--- src/rtl/sync_fifo.sv ---
// sync_fifo: single-clock parametrised FIFO on a RAM array.
// Fill count, almost flags, optional FWFT read, error pulses.
module sync_fifo #(
  parameter int Depth    = 8,
  parameter int Width    = 4,
  parameter int Fwft     = 0,
  parameter int AfThresh = Depth - 2,
  parameter int AeThresh = 1,
  parameter int PtrWidth = $clog2(Depth),
  parameter int CntWidth = $clog2(Depth + 1)
) (
  input  logic                clk,
  input  logic                rst,
  input  logic                i_wr_en,
  input  logic [Width-1:0]    i_wr_data,
  output logic                o_full,
  output logic                o_almost_full,
  input  logic                i_rd_en,
  output logic [Width-1:0]    o_rd_data,
  output logic                o_rd_valid,
  output logic                o_empty,
  output logic                o_almost_empty,
  output logic [CntWidth-1:0] o_count,
  output logic                o_overflow,
  output logic                o_underflow
);

  logic [Width-1:0]    mem [Depth];
  logic [PtrWidth-1:0] wr_ptr;
  logic [PtrWidth-1:0] rd_ptr;
  logic [CntWidth-1:0] count;
  logic [CntWidth-1:0] cnt_nxt;
  logic                wr_acc;
  logic                rd_acc;

  // Flags come from registered state, so a same-cycle
  // read never frees room for a write and vice versa.
  assign wr_acc = i_wr_en & ~o_full;
  assign rd_acc = i_rd_en & ~o_empty;

  // Next fill level; simultaneous push and pop cancel.
  always_comb begin
    cnt_nxt = count;
    case ({wr_acc, rd_acc})
      2'b10:   cnt_nxt = count + 1'b1;
      2'b01:   cnt_nxt = count - 1'b1;
      default: cnt_nxt = count;
    endcase
  end

  // Pointers, count, status flags and error pulses.
  always_ff @(posedge clk or posedge rst) begin
    if (rst) begin
      wr_ptr         <= '0;
      rd_ptr         <= '0;
      count          <= '0;
      o_full         <= 1'b0;
      o_empty        <= 1'b1;
      o_almost_full  <= 1'b0;
      o_almost_empty <= 1'b1;
      o_overflow     <= 1'b0;
      o_underflow    <= 1'b0;
    end else begin
      if (wr_acc) wr_ptr <= wr_ptr + 1'b1;
      if (rd_acc) rd_ptr <= rd_ptr + 1'b1;
      count          <= cnt_nxt;
      o_full         <= cnt_nxt == CntWidth'(Depth);
      o_empty        <= cnt_nxt == '0;
      o_almost_full  <= cnt_nxt >= CntWidth'(AfThresh);
      o_almost_empty <= cnt_nxt <= CntWidth'(AeThresh);
      o_overflow     <= i_wr_en & o_full;
      o_underflow    <= i_rd_en & o_empty;
    end
  end

  assign o_count = count;

  // Storage array; contents survive reset on purpose.
  always_ff @(posedge clk) begin
    if (wr_acc) mem[wr_ptr] <= i_wr_data;
  end

  generate
    if (Fwft != 0) begin : g_fwft
      assign o_rd_data  = mem[rd_ptr];
      assign o_rd_valid = ~o_empty;
    end else begin : g_std
      logic [Width-1:0] rd_data_q;
      logic             rd_valid_q;

      // Registered read: word lands one cycle after the pop.
      always_ff @(posedge clk or posedge rst) begin
        if (rst) begin
          rd_data_q  <= '0;
          rd_valid_q <= 1'b0;
        end else begin
          rd_valid_q <= rd_acc;
          if (rd_acc) rd_data_q <= mem[rd_ptr];
        end
      end

      assign o_rd_data  = rd_data_q;
      assign o_rd_valid = rd_valid_q;
    end
  endgenerate

endmodule

--- config.mk ---
export PLATFORM = sky130hd
export DESIGN_NAME = sync_fifo
export DESIGN_NICKNAME = d
export VERILOG_FILES = /design/src/rtl/sync_fifo.sv
export SDC_FILE = /design/constraint.sdc
export NUM_CORES = 1
export LEC_CHECK = 0
export CORE_AREA = 8 8 78 80
export DETAILED_ROUTE_END_ITERATION = 7
export DIE_AREA = 0 0 86 88
export DONT_BUFFER_PORTS = 1
export SLEW_MARGIN = 20
export SYNTH_ARGS = -nofsm -noshare
export SYNTH_HDL_FRONTEND = slang
export SYNTH_SLANG_ARGS = --single-unit
export TNS_END_PERCENT = 1
--- constraint.sdc ---
create_clock -name clk -period 2.9 [get_ports clk]
set_clock_uncertainty 0.2 [all_clocks]
set_input_delay 0.725 -clock clk [delete_from_list [all_inputs] [get_ports clk]]
set_output_delay 0.725 -clock clk [all_outputs]
set_load 0.02 [all_outputs]
==> impl_metrics.toml, run 1 <==
[run_status]
status = "complete, no violations"

[setup_path]
r2r-end = "o_full"
r2r_cells = 11
cp_slowest_cell = "dfstp_2"
cp_max_fo = 5
critPathRequiredTime_ps = 2920
r2r_slack_ps = 230
startpoint_type = "register"
path_buf_inv = 2
cp-end-kind = "register"
cpPeakStageDelay_ps = 610
criticalPathCategory = "register to register"
path_depth = 11
worstReg2RegStart = "o_empty"
crit_arrival_ps = 2690
path_cells = "nand2b_1 -> inv_1 -> ha_1 -> xor2_1 -> ha_1 -> a21oi_1 -> xor2_1 -> nor2_1 -> xnor2_1 -> inv_1 -> a211oi_2"
crit_family = "flip-flops"

[detailed_routing]
drc = 0
antenna_left = 0
num_vias = 1090
via_per_inst = 5.00
drtIter0Drc = 130
wl_per_cell_um = 16.8
first_pass_iters = 4
drt-total-wl_um = 3650

[floorplanning]
start_util_pct = 44.5
die_w_um = 86
dieArea_mm2 = 0.00757
die_h_um = 88
num_rows = 26
core_mm2 = 0.00491
io_pins = 23

[clock_network]
cts.sinks = 53
cts_tree = "built"
hold_buffers = 0
ctsResizeCount = 0
cts_buffers = 5
h-tree-depth = 2
clkLatencyLatePin_ps = 300
clock_path_buffers = 2
cts_root_buffer = "clkbuf_8"
postCtsSetupRepairBufs = 0
clkTransAtPathRegs_ps = 90

[final_layout]
utilization_pct = 48.8
multiInputGateArea_um2 = 659
regArea_mm2 = 0.00149
mostFrequentLayoutCell = "edfxtp_1"
n_fill_cell = 434
area_growth_pct = 9.61
final_cell_mix = "edfxtp_1 (32), dfrtp_1 (19), nand2_1 (13)"
drive_gt1_share_pct = 14.9
nNetsFinal = 160
antenna_cells = 0

[hold_path]
hold_class = "input pin to asynchronous set/reset pin"

[synthesis]
netlist_instances = 142
synth-seq-cells = 53
synthArstFlopShare_pct = 39.6
yosysWarningCount = 0
synth_edf_count = 32
syn_area_mm2 = 0.00219
ys_seq_area_share_pct = 68.1
synth_ff_type = "edfxtp_1"
avgSynthCellArea_um2 = 15.4
synth_cell_types = 33
syn-num-nets = 155

[timing]
fmax_mhz = 375
setup_viol = 0
timing.final.crit_share_pct = 92.0
fin_crit_ps = 2670
rsz0062_at_grt = "no"
setup_tns_ps = 0
worst_slew_pin_slew_ps = 800
drv_slew = 0
relSlewSlack_pct = 46.6
finalHoldViolCount = 0

[power]
vdd_drop_max_uv = 395
p_leak_nw = 0.913
p_per_area_mw_per_mm2 = 1080
power.total_w = 0.00259

[global_route]
grt_max_degree = 22
grt-ovfl-total = 0
grt_pass1_vias = 1201
antenna_found_initial = 0
grt_usage_pct = 10.7
grt_pass1_wl_um = 6020

[placed_design]
portBuffers = 0
hpwl_um = 2730
routabilityCongestion = 0.821

[job]
cap_violations = 0
## sequential cells by signal (all words and copies together) (netlist names)
name            cells
o_rd_valid          1
rd_ptr              3
mem                32
o_overflow          1
wr_ptr              3
o_full              1
o_rd_data           4
o_count             4
o_almost_empty      1
o_underflow         1
o_almost_full       1
o_empty             1
## worst max path at each step
stage,end,slack [ps],start
2_1_floorplan,o_full,120,i_wr_en
3_3_place_gp,o_full,240,i_wr_en
3_5_place_dp,o_full,120,i_wr_en
4_1_cts,o_full,220,o_empty
5_1_grt,o_full,50,o_empty
6_report,o_full,230,o_empty
## cells in the mapped netlist (3+ instances only)
| cell type | instances | area (um2) |
|---|---|---|
| clkbuf_1 | 3 | 11.3 |
| dfrtp_1 | 19 | 475 |
| edfxtp_1 | 32 | 961 |
| ha_1 | 5 | 62.6 |
| inv_1 | 6 | 22.5 |
| mux2i_1 | 5 | 50.1 |
| mux4_2 | 8 | 180 |
| nand2_1 | 13 | 48.8 |
| nand2b_1 | 4 | 25.0 |
| nor2_1 | 8 | 30.0 |
| nor2b_1 | 3 | 18.8 |
| o21ai_0 | 6 | 30.0 |
| xnor2_1 | 4 | 35.0 |
| xor2_1 | 4 | 35.0 |
## layout make-up
class,count,share of cell area (%)
clock inverter,1,0.209
sequential,53,62.1
multi-input combinational,79,27.5
inverter,6,0.939
tap,70,3.65
timing repair buffer,2,0.626
clock buffer,7,4.96
## where the power goes
part	internal [W]	leakage (nW)	total (W)	switching (W)
logic	0.000368	0.307	0.000726	0.000358
registers	0.00103	0.541	0.00137	0.000344
clock network	0.000273	0.0645	0.000499	0.000226
## cell families (layout without fill, tap and decap cells)
kind of cell    count (synthesis)  in the layout  synth area share, %
buf+inv                        10             16                 1.77
simple gates                   40             40                 9.44
mux                            14             14                 11.0
flops                          53             53                 68.1
fa+ha+maj                       5              5                 2.86
xor+xnor                        8              8                 3.20
compound gates                 12             12                 3.60
## routing by layer
| layer | GRT usage [%] | vias to the layer above | part of all wire (%) |
|---|---|---|---|
| li1 | - | 519 | - |
| met1 | 12.6 | 542 | 44 |
| met2 | 17.3 | 23 | 48 |
| met3 | 3.85 | 6 | 6.6 |
| met4 | 4.62 | 0 | 1.5 |
| met5 | 0 | - | 0 |
## metrics by stage
| step | hold WS, ps | cells | instance area (um2) | setup WS, ps |
|---|---|---|---|---|
| floorplan | 280 | 142 | 2190 | 119 |
| global placement | 302 | 210 | 2270 | 237 |
| detailed placement | 307 | 210 | 2270 | 121 |
| CTS | 281 | 218 | 2400 | 219 |
| global route | 295 | 218 | 2400 | 45.4 |
| finish | 255 | 218 | 2400 | 231 |
Note: power is estimated with default switching activity, not from simulation.
==> run 2: changes to the inputs <==
--- a/config.mk
+++ b/config.mk
@@ -5,9 +5,10 @@
 export SDC_FILE = /design/constraint.sdc
 export NUM_CORES = 1
 export LEC_CHECK = 0
-export CORE_AREA = 8 8 78 80
+export ABC_CLOCK_PERIOD_IN_PS = 2900
+export CORE_AREA = 8 8 76 78
 export DETAILED_ROUTE_END_ITERATION = 7
-export DIE_AREA = 0 0 86 88
+export DIE_AREA = 0 0 84 86
 export DONT_BUFFER_PORTS = 1
 export SLEW_MARGIN = 20
 export SYNTH_ARGS = -nofsm -noshare
==> impl_metrics.toml, run 2 (synthesized netlist as in run 1, its figures left out) <==
[global_route]
grt-ovfl-total = 0
grt_usage_pct = 10.6
grt_max_degree = 22
grt_pass1_wl_um = 5930
grt_pass1_vias = 1129
antenna_found_initial = 0

[timing]
rsz0062_at_grt = "no"
finalHoldViolCount = 0
worst_slew_pin_slew_ps = 776
setup_viol = 0
timing.final.crit_share_pct = 91.6
drv_slew = 0
fin_crit_ps = 2660
fmax_mhz = 377
whs_ps = 237
relSlewSlack_pct = 48.2
setup_tns_ps = 0

[clock_network]
clkLatencyLatePin_ps = 310
cts_buffers = 5
postCtsSetupRepairBufs = 0
cts.sinks = 53
clock_path_buffers = 2
cts_root_buffer = "clkbuf_8"
ctsResizeCount = 0
cts_tree = "built"
h-tree-depth = 2
clkTransAtPathRegs_ps = 90
hold_buffers = 0

[detailed_routing]
antenna_left = 0
drtIter0Drc = 105
drt-total-wl_um = 3570
via_per_inst = 5.42
drc = 0
first_pass_iters = 4
num_vias = 1094
wl_per_cell_um = 17.7

[placed_design]
post-place-cells = 194
routabilityCongestion = 0.834
hpwl_um = 2650
dpl_cell_area_mm2 = 0.00225
portBuffers = 0

[final_layout]
mostFrequentLayoutCell = "edfxtp_1"
top_register = "mem"
final_cell_mix = "edfxtp_1 (32), dfrtp_1 (19), nand2_1 (13)"
nNetsFinal = 160
drive_gt1_share_pct = 14.9
area_growth_pct = 8.70
largest_reg_flops = 32
stdcell_count = 202
antenna_cells = 0
fin_area_mm2 = 0.00238

[floorplanning]
core_mm2 = 0.00460
die_h_um = 86
start_util_pct = 47.6
dieArea_mm2 = 0.00722
num_rows = 25
io_pins = 23
die_w_um = 84

[setup_path]
cp-end-kind = "register"
startpoint_type = "register"
path_cells = "nand2b_1 -> inv_1 -> ha_1 -> xor2_1 -> ha_1 -> a21oi_1 -> xor2_1 -> nor2_1 -> xnor2_1 -> inv_1 -> a211oi_2"
r2r-end = "o_full"
criticalPathCategory = "register to register"
cpPeakStageDelay_ps = 610
crit_arrival_ps = 2690
cp_max_fo = 5
r2r_cells = 11
r2r_slack_ps = 240
critPathRequiredTime_ps = 2930
cp_slowest_cell = "dfstp_2"
worstReg2RegStart = "o_empty"

[hold_path]
hold_class = "input pin to asynchronous set/reset pin"

[power]
p_per_area_mw_per_mm2 = 1100
vdd_drop_max_uv = 467
p_leak_nw = 0.913

[job]
cap_violations = 0

[run_status]
status = "complete, no violations"
[run 2: cell counts in the layout (fill, tap and decap cells not counted)]
No cell type changed its count.
[run 2: worst max-delay path by stage]
stage | startpoint | to | slack, ps | depth (start not counted)
floorplan | i_wr_en | o_full | 120 | 11
global placement | i_wr_en | o_full | 230 | 11
detailed placement | i_wr_en | o_full | 110 | 11
CTS | o_empty | o_full | 230 | 11
global route | o_empty | o_full | 50 | 11
finish | o_empty | o_full | 240 | 11
[run 2: cell type report]
cell class / instances / area, um2
Fill cell: 387 / 2220
Sequential cell: 53 / 1490
Multi-Input combinational cell: 79 / 659
Clock buffer: 7 / 119
Tap cell: 54 / 67.6
Inverter: 6 / 22.5
Timing Repair Buffer: 2 / 15.0
Clock inverter: 1 / 5.00
[run 2: routing by layer]
metal | part of all wire [%] | up-vias | track usage [%]
met2 | 46 | 17 | 15.9
met5 | 0 | - | 0
met1 | 46 | 548 | 13.3
li1 | - | 520 | -
met4 | 1.6 | 0 | 4.55
met3 | 5.8 | 9 | 4.27
[run 2: report_power, final]
part           switching, W  internal [W]  leakage, nW
registers          0.000339       0.00103        0.541
clock network      0.000237      0.000273       0.0645
logic              0.000359      0.000369        0.307
[run 2: through the flow]
step | setup WS [ps] | utilization (%) | total power (W)
after floorplan | 119 | - | 0.00193
after global placement | 229 | 49.0 | 0.00209
after detailed placement | 114 | 49.0 | 0.00213
after CTS | 234 | 51.7 | 0.00263
after global routing | 46.9 | 51.7 | 0.00277
final | 244 | 51.7 | 0.00260
[run 2: worst max-delay path: cells and delay by family (launching register included)]
kind	cells	cell delay, ps
DFF	1	610
xor gates and xnor gates	3	590
adders and majority gates	2	460
AOI/OAI and AO/OA	2	280
buffers and inverters	2	220
and+or+nand+nor	2	210
==> run 3: changes to the inputs <==
--- a/config.mk
+++ b/config.mk
@@ -5,10 +5,11 @@
 export SDC_FILE = /design/constraint.sdc
 export NUM_CORES = 1
 export LEC_CHECK = 0
+export ABC_AREA = 1
 export ABC_CLOCK_PERIOD_IN_PS = 2900
-export CORE_AREA = 8 8 76 78
+export CORE_AREA = 8 8 77 79
 export DETAILED_ROUTE_END_ITERATION = 7
-export DIE_AREA = 0 0 84 86
+export DIE_AREA = 0 0 85 87
 export DONT_BUFFER_PORTS = 1
 export SLEW_MARGIN = 20
 export SYNTH_ARGS = -nofsm -noshare
==> impl_metrics.toml, run 3 <==
[synthesis]
avgSynthCellArea_um2 = 10.9
synth_ff_type = "edfxtp_1"
synthArstFlopShare_pct = 39.6
synth.top_cells.by_count = "nand2_1 (35), edfxtp_1 (32), nor2_1 (29), inv_1 (22), dfrtp_1 (19)"
synthTopCellsByArea = "edfxtp_1 (42%), dfrtp_1 (21%), nand2_1 (5.8%)"
ys_seq_area_share_pct = 65.4
synth_edf_count = 32
yosys.area.top_type = "edfxtp_1"
synth_top_area_share_pct = 42.2
synth.most_common_cell = "nand2_1"
synth_cell_types = 26
syn_area_mm2 = 0.00228
netlist_instances = 209
syn-num-nets = 222
synth-seq-cells = 53
yosysWarningCount = 0

[final_layout]
area_growth_pct = 6.05
multiInputGateArea_um2 = 668
regArea_mm2 = 0.00149
mostFrequentLayoutCell = "nand2_1"
top_register = "mem"
stdcell_count = 270
nNetsFinal = 226
drive_gt1_share_pct = 10.7
antenna_cells = 0
final_cell_mix = "nand2_1 (35), edfxtp_1 (32), nor2_1 (29)"
largest_reg_flops = 32
n_fill_cell = 437

[floorplanning]
start_util_pct = 47.0
die_w_um = 85
dieArea_mm2 = 0.00740
core_mm2 = 0.00485
die_h_um = 87
io_pins = 23
num_rows = 26

[setup_path]
cp_max_fo = 5
critPathRequiredTime_ps = 2900
path_depth = 13
crit_path_start = "o_full"
path_buf_inv = 2
cp-end-kind = "register"
crit_family = "simple AND/OR/NAND/NOR gates"
cp_slowest_cell = "dfrtp_1"
r2r_cells = 13
worstReg2RegStart = "o_full"
criticalPathCategory = "register to register"
path_cells = "nor2_4 -> inv_1 -> ha_1 -> nor2_1 -> nor2_4 -> ha_1 -> a21oi_1 -> or2_0 -> nand2_1 -> nand2_2 -> clkinv_2 -> nand2_2 -> nand2_1"
startpoint_type = "register"
cpPeakStageDelay_ps = 500
crit_arrival_ps = 2330

[placed_design]
post-place-cells = 262
portBuffers = 0
place_ws_ps = 342
routabilityCongestion = 0.795
hpwl_um = 3110

[power]
p_per_area_mw_per_mm2 = 1040
vdd_drop_max_uv = 631
power.total_w = 0.00250
p_leak_nw = 1.00

[clock_network]
cts_tree = "built"
cts.sinks = 53
clkLatencyLatePin_ps = 300
hold_buffers = 0
cts_buffers = 5
h-tree-depth = 2
clock_path_buffers = 2
postCtsSetupRepairBufs = 0
ctsResizeCount = 0
clkTransAtPathRegs_ps = 90
cts_root_buffer = "clkbuf_8"

[detailed_routing]
via_per_inst = 5.29
first_pass_iters = 5
drt-total-wl_um = 4190
drtIter0Drc = 116
num_vias = 1429
wl_per_cell_um = 15.5
drc = 0
antenna_left = 0

[timing]
timing.final.crit_share_pct = 80.5
setup_viol = 0
rsz0062_at_grt = "no"
setup_tns_ps = 0
fmax_mhz = 429
relSlewSlack_pct = 48.2
setup_slack_ps = 567
fin_crit_ps = 2330
finalHoldViolCount = 0
worst_slew_pin_slew_ps = 777
drv_slew = 0
whs_ps = 241

[global_route]
antenna_found_initial = 0
grt-ovfl-total = 0
grt_pass1_wl_um = 6800
grt_max_degree = 22
grt_usage_pct = 12.2
grt_pass1_vias = 1362

[job]
cap_violations = 0

[run_status]
status = "complete, no violations"

[hold_path]
hold_class = "input pin to asynchronous set/reset pin"
==> run 3: cell count changes after synthesis, sizes merged, moves of 4 or more <==
cell,previous run,this run
nand3,1,9
a21oi,1,6
inv,6,23
mux4,8,0
nand2,13,39
o211ai,0,8
nor2,8,32
mux2i,5,0
nand2b,4,0
o21ai,6,20
==> run 3: final cells by class <==
type | count | area share [%]
Sequential cell | 53 | 61.7
Multi-Input combinational cell | 127 | 27.7
Inverter | 24 | 3.78
Clock buffer | 8 | 3.32
Tap cell | 56 | 2.90
Timing Repair Buffer | 2 | 0.622
==> run 3: power breakdown <==
part / switching, W / internal (W) / leakage, nW
clock network: 0.000223 / 0.000172 / 0.0395
registers: 0.000283 / 0.00101 / 0.542
logic: 0.000519 / 0.000295 / 0.422
==> run 3: stage by stage <==
| stage | instance area (um2) | util, % |
|---|---|---|
| after floorplan | 2280 | - |
| after global placement | 2330 | 48.1 |
| after detailed placement | 2330 | 48.1 |
| after CTS | 2410 | 49.8 |
| after global routing | 2410 | 49.8 |
| final | 2410 | 49.8 |
==> run 3: per-layer routing <==
| metal | share of wire [%] | routed length, um | vias to the layer above | track usage [%] |
|---|---|---|---|---|
| li1 | - | - | 700 | - |
| met1 | 40 | 1660 | 695 | 12.7 |
| met2 | 54 | 2270 | 27 | 21.9 |
| met3 | 4.2 | 174 | 7 | 3.49 |
| met4 | 2.1 | 87 | 0 | 6.31 |
| met5 | 0 | 0 | - | 0 |
==> run 3: worst paths after layout <==
check,slack (ps),to
worst max-delay path,570,o_almost_full
worst min-delay path,240,o_rd_valid
worst max register to register,570,o_almost_full
worst min register to register,340,wr_ptr[0]
max in group asynchronous,1770,wr_ptr[2]
min in group clk,310,mem[6][1]
==> run 3: worst reg2reg max path, stage by stage (launching register included) <==
cell      delay (ps)
dfrtp_1          500
nor2_4           190
inv_1             90
ha_1             250
nor2_1           190
nor2_4            70
ha_1             170
a21oi_1          140
or2_0            130
nand2_1           60
nand2_2           90
clkinv_2          60
nand2_2           50
nand2_1           50
==> run 3: cells by family (layout without fill, tap and decap cells) <==
logic type,Yosys count,in the layout,share of synthesized area [%]
DFF,53,53,65.4
buffers and inverters,29,34,5.22
xor gates and xnor gates,5,5,1.92
and+or+nand+nor,83,83,16.2
AOI/OAI and AO/OA,34,34,8.52
adders and majority gates,5,5,2.75
